`src/rtl/snn_cfg_writer_pkg.sv`:
```
// Shared types for the SNN config writer: Q8.8 fixed point, FSM states.
// Weight saturation defaults live here so layer and writer agree.
package snn_cfg_writer_pkg;

  localparam int FX_W    = 16;
  localparam int FX_FRAC = 8;

  typedef logic signed [FX_W-1:0] fx_t;

  typedef enum logic {
    S_IDLE,
    S_BURST
  } cfg_state_e;

  // Q8.8 encodings of +0.75 and -0.75
  localparam fx_t FX_W_MAX = fx_t'(192);
  localparam fx_t FX_W_MIN = fx_t'(-192);

endpackage

```
`src/rtl/snn_cfg_writer_if.sv`:
```
// Host-side command and data-beat handshakes for snn_cfg_writer.
// master = host/bus bridge, slave = writer.
interface snn_cfg_writer_if #(
  parameter int CFG_ADDR_W = 2,
  parameter int LEN_W      = 8
) ();
  import snn_cfg_writer_pkg::*;

  logic                  cmd_valid;
  logic                  cmd_ready;
  logic                  cmd_sel_delay;
  logic [CFG_ADDR_W-1:0] cmd_addr;
  logic [LEN_W-1:0]      cmd_len;
  logic                  dat_valid;
  logic                  dat_ready;
  fx_t                   dat_word;

  modport master (
    output cmd_valid, cmd_sel_delay, cmd_addr, cmd_len,
    output dat_valid, dat_word,
    input  cmd_ready, dat_ready
  );

  modport slave (
    input  cmd_valid, cmd_sel_delay, cmd_addr, cmd_len,
    input  dat_valid, dat_word,
    output cmd_ready, dat_ready
  );

endinterface

```
`src/rtl/snn_cfg_writer_sat.sv`:
```
// Combinational weight/delay saturator with clamp flag.
// Reusable for STDP weight clamp paths.
module snn_cfg_sat
  import snn_cfg_writer_pkg::*;
#(
  parameter fx_t W_MAX     = FX_W_MAX,
  parameter fx_t W_MIN     = FX_W_MIN,
  parameter int  MAX_DELAY = 4
) (
  input  logic       sel_delay,
  input  fx_t        word,
  output fx_t        wdata,
  output logic [7:0] delay,
  output logic       clamp
);

  always_comb begin
    wdata = word;
    delay = word[7:0];
    clamp = 1'b0;
    if (sel_delay) begin
      if (word[7:0] > 8'(MAX_DELAY)) begin
        delay = 8'(MAX_DELAY);
        clamp = 1'b1;
      end
    end else if (word > W_MAX) begin
      wdata = W_MAX;
      clamp = 1'b1;
    end else if (word < W_MIN) begin
      wdata = W_MIN;
      clamp = 1'b1;
    end
  end

endmodule

```
`src/rtl/snn_cfg_writer.sv`:
```
// Burst config master for an SNN layer weight/delay port.
// Define SNN_CFG_SPIKE_GATE_EN to block input spikes while busy.
module snn_cfg_writer
  import snn_cfg_writer_pkg::*;
#(
  parameter int  NUM_INPUTS  = 2,
  parameter int  NUM_NEURONS = 2,
  parameter int  MAX_DELAY   = 4,
  parameter int  CFG_ADDR_W  = (NUM_NEURONS * NUM_INPUTS > 1) ?
                               $clog2(NUM_NEURONS * NUM_INPUTS) : 1,
  parameter int  LEN_W       = 8,
  parameter fx_t W_MAX       = FX_W_MAX,
  parameter fx_t W_MIN       = FX_W_MIN
) (
  input  logic                  clk,
  input  logic                  rst_n,
  snn_cfg_writer_if.slave       host,
  input  logic                  abort,
  input  logic                  err_clr,
  input  logic [NUM_INPUTS-1:0] pre_spikes_in,
  output logic [NUM_INPUTS-1:0] pre_spikes_out,
  output logic                  cfg_we,
  output logic                  cfg_sel_delay,
  output logic [CFG_ADDR_W-1:0] cfg_addr,
  output fx_t                   cfg_wdata,
  output logic [7:0]            cfg_delay,
  output logic                  busy,
  output logic                  done,
  output logic                  err_oob,
  output logic                  err_clamp
);

  localparam int NSYN = NUM_NEURONS * NUM_INPUTS;
  // Wide enough that a burst running off the end never wraps
  localparam int AW   = CFG_ADDR_W + LEN_W + 1;

  cfg_state_e            state_q, state_d;
  logic [AW-1:0]         addr_q, addr_d;
  logic [LEN_W-1:0]      rem_q, rem_d;
  logic                  sel_q, sel_d;
  logic                  we_q, we_d;
  logic                  csel_q, csel_d;
  logic [CFG_ADDR_W-1:0] caddr_q, caddr_d;
  fx_t                   wdata_q, wdata_d;
  logic [7:0]            delay_q, delay_d;
  logic                  done_q, done_d;
  logic                  oob_q, oob_d;
  logic                  clamp_q, clamp_d;

  logic       beat;
  logic       in_range;
  logic       oob_set;
  logic       clamp_set;
  fx_t        sat_w;
  logic [7:0] sat_d;
  logic       sat_clamp;

  snn_cfg_sat #(
    .W_MAX     (W_MAX),
    .W_MIN     (W_MIN),
    .MAX_DELAY (MAX_DELAY)
  ) u_sat (
    .sel_delay (sel_q),
    .word      (host.dat_word),
    .wdata     (sat_w),
    .delay     (sat_d),
    .clamp     (sat_clamp)
  );

  assign host.cmd_ready = (state_q == S_IDLE);
  assign host.dat_ready = (state_q == S_BURST);
  assign beat           = host.dat_valid & host.dat_ready;
  assign in_range       = addr_q < AW'(NSYN);

  always_comb begin
    state_d   = state_q;
    addr_d    = addr_q;
    rem_d     = rem_q;
    sel_d     = sel_q;
    we_d      = 1'b0;
    csel_d    = csel_q;
    caddr_d   = caddr_q;
    wdata_d   = wdata_q;
    delay_d   = delay_q;
    done_d    = 1'b0;
    oob_set   = 1'b0;
    clamp_set = 1'b0;
    unique case (state_q)
      S_IDLE: begin
        if (host.cmd_valid) begin
          sel_d   = host.cmd_sel_delay;
          addr_d  = AW'(host.cmd_addr);
          rem_d   = host.cmd_len;
          state_d = S_BURST;
        end
      end
      S_BURST: begin
        if (beat) begin
          if (in_range) begin
            we_d      = 1'b1;
            csel_d    = sel_q;
            caddr_d   = addr_q[CFG_ADDR_W-1:0];
            clamp_set = sat_clamp;
            if (sel_q) delay_d = sat_d;
            else       wdata_d = sat_w;
          end else begin
            oob_set = 1'b1;
          end
          addr_d = addr_q + AW'(1);
          rem_d  = rem_q - LEN_W'(1);
          if (rem_q == '0) begin
            state_d = S_IDLE;
            done_d  = ~abort;
          end
        end
        if (abort) state_d = S_IDLE;
      end
      default: state_d = S_IDLE;
    endcase
    oob_d   = err_clr ? 1'b0 : (oob_q | oob_set);
    clamp_d = err_clr ? 1'b0 : (clamp_q | clamp_set);
  end

  always_ff @(posedge clk or negedge rst_n) begin
    if (!rst_n) begin
      state_q <= S_IDLE;
      addr_q  <= '0;
      rem_q   <= '0;
      sel_q   <= 1'b0;
      we_q    <= 1'b0;
      csel_q  <= 1'b0;
      caddr_q <= '0;
      wdata_q <= '0;
      delay_q <= '0;
      done_q  <= 1'b0;
      oob_q   <= 1'b0;
      clamp_q <= 1'b0;
    end else begin
      state_q <= state_d;
      addr_q  <= addr_d;
      rem_q   <= rem_d;
      sel_q   <= sel_d;
      we_q    <= we_d;
      csel_q  <= csel_d;
      caddr_q <= caddr_d;
      wdata_q <= wdata_d;
      delay_q <= delay_d;
      done_q  <= done_d;
      oob_q   <= oob_d;
      clamp_q <= clamp_d;
    end
  end

  assign cfg_we        = we_q;
  assign cfg_sel_delay = csel_q;
  assign cfg_addr      = caddr_q;
  assign cfg_wdata     = wdata_q;
  assign cfg_delay     = delay_q;
  assign busy          = (state_q == S_BURST);
  assign done          = done_q;
  assign err_oob       = oob_q;
  assign err_clamp     = clamp_q;

`ifdef SNN_CFG_SPIKE_GATE_EN
  assign pre_spikes_out = busy ? '0 : pre_spikes_in;
`else
  assign pre_spikes_out = pre_spikes_in;
`endif

endmodule
```
`src/flat_wrapper.sv`:
```
// flat-port wrapper written by rule: the top's interface ports become plain ports
module snn_cfg_writer_flat import snn_cfg_writer_pkg::*;
#(
  parameter int  NUM_INPUTS  = 2,
  parameter int  NUM_NEURONS = 2,
  parameter int  MAX_DELAY   = 4,
  parameter int  CFG_ADDR_W  = (NUM_NEURONS * NUM_INPUTS > 1) ?
                               $clog2(NUM_NEURONS * NUM_INPUTS) : 1,
  parameter int  LEN_W       = 8,
  parameter fx_t W_MAX       = FX_W_MAX,
  parameter fx_t W_MIN       = FX_W_MIN
)
  (clk, rst_n, abort, err_clr, pre_spikes_in, pre_spikes_out, cfg_we, cfg_sel_delay, cfg_addr, cfg_wdata, cfg_delay, busy, done, err_oob, err_clamp, host_cmd_valid, host_cmd_sel_delay, host_cmd_addr, host_cmd_len, host_dat_valid, host_dat_word, host_cmd_ready, host_dat_ready);
  snn_cfg_writer_if #(.CFG_ADDR_W(CFG_ADDR_W), .LEN_W(LEN_W)) host_i ();
  input  logic clk;
  input  logic rst_n;
  input  logic abort;
  input  logic err_clr;
  input  logic [NUM_INPUTS-1:0] pre_spikes_in;
  output logic [NUM_INPUTS-1:0] pre_spikes_out;
  output logic cfg_we;
  output logic cfg_sel_delay;
  output logic [CFG_ADDR_W-1:0] cfg_addr;
  output fx_t cfg_wdata;
  output logic [7:0] cfg_delay;
  output logic busy;
  output logic done;
  output logic err_oob;
  output logic err_clamp;
  input wire logic [$bits(host_i.cmd_valid)-1:0] host_cmd_valid;
  input wire logic [$bits(host_i.cmd_sel_delay)-1:0] host_cmd_sel_delay;
  input wire logic [$bits(host_i.cmd_addr)-1:0] host_cmd_addr;
  input wire logic [$bits(host_i.cmd_len)-1:0] host_cmd_len;
  input wire logic [$bits(host_i.dat_valid)-1:0] host_dat_valid;
  input wire logic [$bits(host_i.dat_word)-1:0] host_dat_word;
  output wire logic [$bits(host_i.cmd_ready)-1:0] host_cmd_ready;
  output wire logic [$bits(host_i.dat_ready)-1:0] host_dat_ready;
  assign host_i.cmd_valid = host_cmd_valid;
  assign host_i.cmd_sel_delay = host_cmd_sel_delay;
  assign host_i.cmd_addr = host_cmd_addr;
  assign host_i.cmd_len = host_cmd_len;
  assign host_i.dat_valid = host_dat_valid;
  assign host_i.dat_word = host_dat_word;
  assign host_cmd_ready = host_i.cmd_ready;
  assign host_dat_ready = host_i.dat_ready;
  snn_cfg_writer #(.NUM_INPUTS(NUM_INPUTS), .NUM_NEURONS(NUM_NEURONS), .MAX_DELAY(MAX_DELAY), .CFG_ADDR_W(CFG_ADDR_W), .LEN_W(LEN_W), .W_MAX(W_MAX), .W_MIN(W_MIN)) u_core (.clk(clk), .rst_n(rst_n), .host(host_i), .abort(abort), .err_clr(err_clr), .pre_spikes_in(pre_spikes_in), .pre_spikes_out(pre_spikes_out), .cfg_we(cfg_we), .cfg_sel_delay(cfg_sel_delay), .cfg_addr(cfg_addr), .cfg_wdata(cfg_wdata), .cfg_delay(cfg_delay), .busy(busy), .done(done), .err_oob(err_oob), .err_clamp(err_clamp));
endmodule
```
`config.mk`:
```
export PLATFORM = sky130hd
export DESIGN_NAME = snn_cfg_writer_flat
export DESIGN_NICKNAME = d
export VERILOG_FILES = /design/src/rtl/snn_cfg_writer_pkg.sv /design/src/rtl/snn_cfg_writer_if.sv /design/src/rtl/snn_cfg_writer_sat.sv /design/src/rtl/snn_cfg_writer.sv /design/src/flat_wrapper.sv
export SDC_FILE = /design/constraint.sdc
export NUM_CORES = 1
export LEC_CHECK = 0
export ABC_AREA = 1
export CAP_MARGIN = 15
export CORE_MARGIN = 4
export CORE_UTILIZATION = 50
export DETAILED_ROUTE_END_ITERATION = 10
export PLACE_DENSITY = 0.8
export SLEW_MARGIN = 20
export SYNTH_ARGS = -nofsm -noshare
export SYNTH_HDL_FRONTEND = slang
export SYNTH_HIERARCHICAL = 1
export SYNTH_SLANG_ARGS = --single-unit
```
`constraint.sdc`:
```
create_clock -name clk -period 1.7 [get_ports clk]
set_clock_uncertainty 0.1 [all_clocks]
set_input_delay 0.51 -clock clk [delete_from_list [all_inputs] [get_ports clk]]
set_output_delay 0.51 -clock clk [all_outputs]
set_load 0.05 [all_outputs]
```
==> impl_metrics.ini <==
[sta]
timing.slew.headroom_pct = 78.7
period_utilization_post_route_pct = 100
period_minus_slack_ns = 1.70
hold_viol_final = 0
fmax_mhz = 587
final-setup-viol-count = 2
grt_setup_unrepaired = true
slew_violations = 0
fin_hold_ws_ns = 0.0627
transition_time_at_the_pin_with_the_least_slew_margin_ns = 0.319
worst_slack_ns = -0.00354

[critical_path]
r2r_cells = 8
timing.rr.end = u_core/rem_q[3]
timing.critical_path.slowest_cell_delay_ns = 0.48
crit_chain = buf_12 > buf_12
cp.arrival_ns = 1.09
crit_path_end_kind = output pin
critical_path_class = flop to output pin
cp_data_required_time_ns = 1.09
worst-r2r-setup-slack_ns = 0.11
crit_path_frequent_cell = buf_12
cp-start-kind = flop
crit_slowest_cell = dfrtp_2
reg2reg_from = u_core/busy
worst-path-max-fanout = 4

[yosys]
synth_common_cells = nand2_1, dfrtp_1, nor2_1, inv_1, nand4_1
synth.ff_latch_count = 52
postSynthNetCount = 448
syn-instance-count = 410
synth-edff-count = 0
synth_top_cell_by_area = dfrtp_1
most_instantiated_flip_flop_cell_in_the_synthesis_netlist = dfrtp_1
synthTopCellsByArea = dfrtp_1, nand2_1, nand4_1, nor2_1, inv_1
synth_cell_type_count = 34
synth_area_per_cell_um2 = 7.44
synth-async-reset-ratio_pct = 100
synthMostInstantiatedCell = nand2_1
synthesis.yosys.warnings = 6
area_share_of_the_leading_cell_type_in_the_synthesized_netlist_pct = 42.7
synth.yosys.seq_area_share_pct = 42.7
synth.cell_area_um2 = 3050

[placed_design]
post_dp_cell_area_um2 = 4360
place_congestion = 0.875
dp_hpwl_mm = 6.30
buffers_added_on_ports = 66

[detailed_routing]
num_vias = 3177
routedWlPerCell_um = 14.3
post_drt_via_cell_ratio = 5.31
drc_errors = 0
antenna_left = 0
first_pass_iters = 4
detail_route.iter0.violations = 233
detail_route.wirelength_mm = 8.57

[cells_and_area]
fillerInstances = 406
areaGrowthSynthToFinish_pct = 50.3
finalInstanceArea_um2 = 4590
finish.net_count = 560
ant_diodes = 0
post_route_cells_drive_above_1_share_pct = 27.3

[global_routing]
total_routing_usage_reported_by_global_routing_pct = 23.3
grt_first_pass_wirelength_mm = 13.9
first_global_vias = 3049
grt_remaining_overflow = 0
antenna_found_initial = 0
maximum_number_of_pins_on_one_net_before_global_route_repair = 53

[pwr]
p_sw_share_pct = 44.6
combPwrFrac_pct = 58.7
sequentialPowerShare_pct = 30.5
power.share.clock_pct = 10.7
cellLeakagePower_nw = 2.39
worst_ir_drop_vdd_uv = 1210
cellPowerDensity_nw_per_um2 = 1490
switchingPower_mw = 3.04
power_report.internal_total_mw = 3.77

[clocking]
cts_tree = built
insertion_delay_ns = 0.31
cts_htree_levels = 2
cts-buffers-inserted = 5
clkTransAtPathRegs_ns = 0.10
hold_buffers = 0
number_of_sinks_on_the_clock_net = 52
cts-root-buf = clkbuf_8
clock_path_buffers = 2

[floorplan]
num_rows = 28
design.portCount = 71
floorplan.initialDensity_pct = 51.5
fp.dieW_um = 86.1
coreArea_um2 = 5920
die_h_um = 86.1
design.die.area_um2 = 7410

[status]
run_status = finished, violations left
violations = setup timing

[min_path]
hold_path.class = primary input to async pin

[run]
cap_viol_max_count = 0
## worst max-delay path by stage
stage / startpoint / cells after the start / to
after global routing: u_core/busy / 2 / busy
after CTS: host_dat_word[1] / 10 / u_core/cfg_wdata[2]
after floorplan: host_dat_word[12] / 11 / u_core/cfg_wdata[10]
final: u_core/busy / 2 / host_dat_ready
after global placement: host_dat_word[14] / 12 / u_core/cfg_wdata[14]
after detailed placement: host_dat_word[14] / 12 / u_core/cfg_wdata[11]
## registers in the layout (all words and copies together), names as in the netlist, 2 cells and up
signal,cells
u_core/addr_q,11
u_core/cfg_addr,2
u_core/cfg_delay,8
u_core/cfg_wdata,16
u_core/rem_q,8
## per-layer routing
metal / global-route usage, % / share of wire (%) / up-vias
li1: - / - / 1537
met1: 29.1 / 41 / 1519
met2: 40.2 / 52 / 105
met3: 4.23 / 5.6 / 16
met4: 7.91 / 2.2 / 0
met5: 0 / 0 / -
## power groups by stage
stage                     Combinational [mW]  Sequential, mW  Clock [mW]
final                                   4.00            2.08       0.732
after global routing                    4.22            2.13       0.808
after CTS                               3.97            2.08       0.745
after detailed placement                3.91            2.11           0
after global placement                  3.81            2.09           0
after floorplan                         1.11            2.95           0
## critical path, delay by kind of cell, from the launching register on
kind	cells	cell delay, ns
buf+inv	2	0.30
flops	1	0.48
## what timing repair did
item                                    CTS  global route
cloned                                    0             1
gates resized for setup                  41            19
buffers inserted                          5             5
pin swaps                                10            11
endpoints found under the setup margin   21            21
## placed cells by master (no fill, tap or decap), types with 3 or more instances in the layout
cell type,instances
nor3_1,3
nand2_1,134
nand4_1,27
clkdlybuf4s50_1,15
nand2_4,5
inv_4,3
dlymetal6s2s_1,6
nor2_2,4
nand3_1,23
o21ai_0,12
o21ai_1,8
or2_0,4
buf_12,37
dfrtp_1,51
clkbuf_8,6
inv_1,35
a21oi_1,10
nand2_2,6
nand3_2,5
nor2_1,39
buf_4,53
buf_2,8
inv_2,4
## cell families after synthesis
logic type,Yosys count,share of synthesized area [%]
AND/OR/NAND/NOR,255,38.3
AO/OA/AOI/OAI,36,6.40
flip-flops,52,42.7
buffers and inverters,63,11.1
adder cells (fa/ha/maj),3,1.23
XOR/XNOR,1,0.287
## final cells by class
cell class                 count  area [µm²]  area share [%]
multi-input combinational    296        1480            32.2
inverter                      45         181            3.96
timing repair buffer         122        1440            31.3
sequential                    52        1300            28.4
clock buffer                   7        86.3            1.88
tap                           75        93.8            2.05
clock inverter                 1        8.76           0.191
## metrics by stage
stage | setup TNS [ns] | cells | worst slack (ns) | power, mW | utilization [%]
after floorplan | -0.234 | 410 | -0.0584 | 4.06 | -
after detailed placement | -16.64 | 579 | -0.651 | 6.02 | 73.7
final | -0.00676 | 598 | -0.00354 | 6.81 | 77.5
after global routing | -0.0721 | 598 | -0.0323 | 7.16 | 77.5
after global placement | -14.57 | 579 | -0.576 | 5.90 | 73.7
after CTS | -0.00675 | 592 | -0.00600 | 6.79 | 75.9
Note: power is estimated with default switching activity, not from simulation.
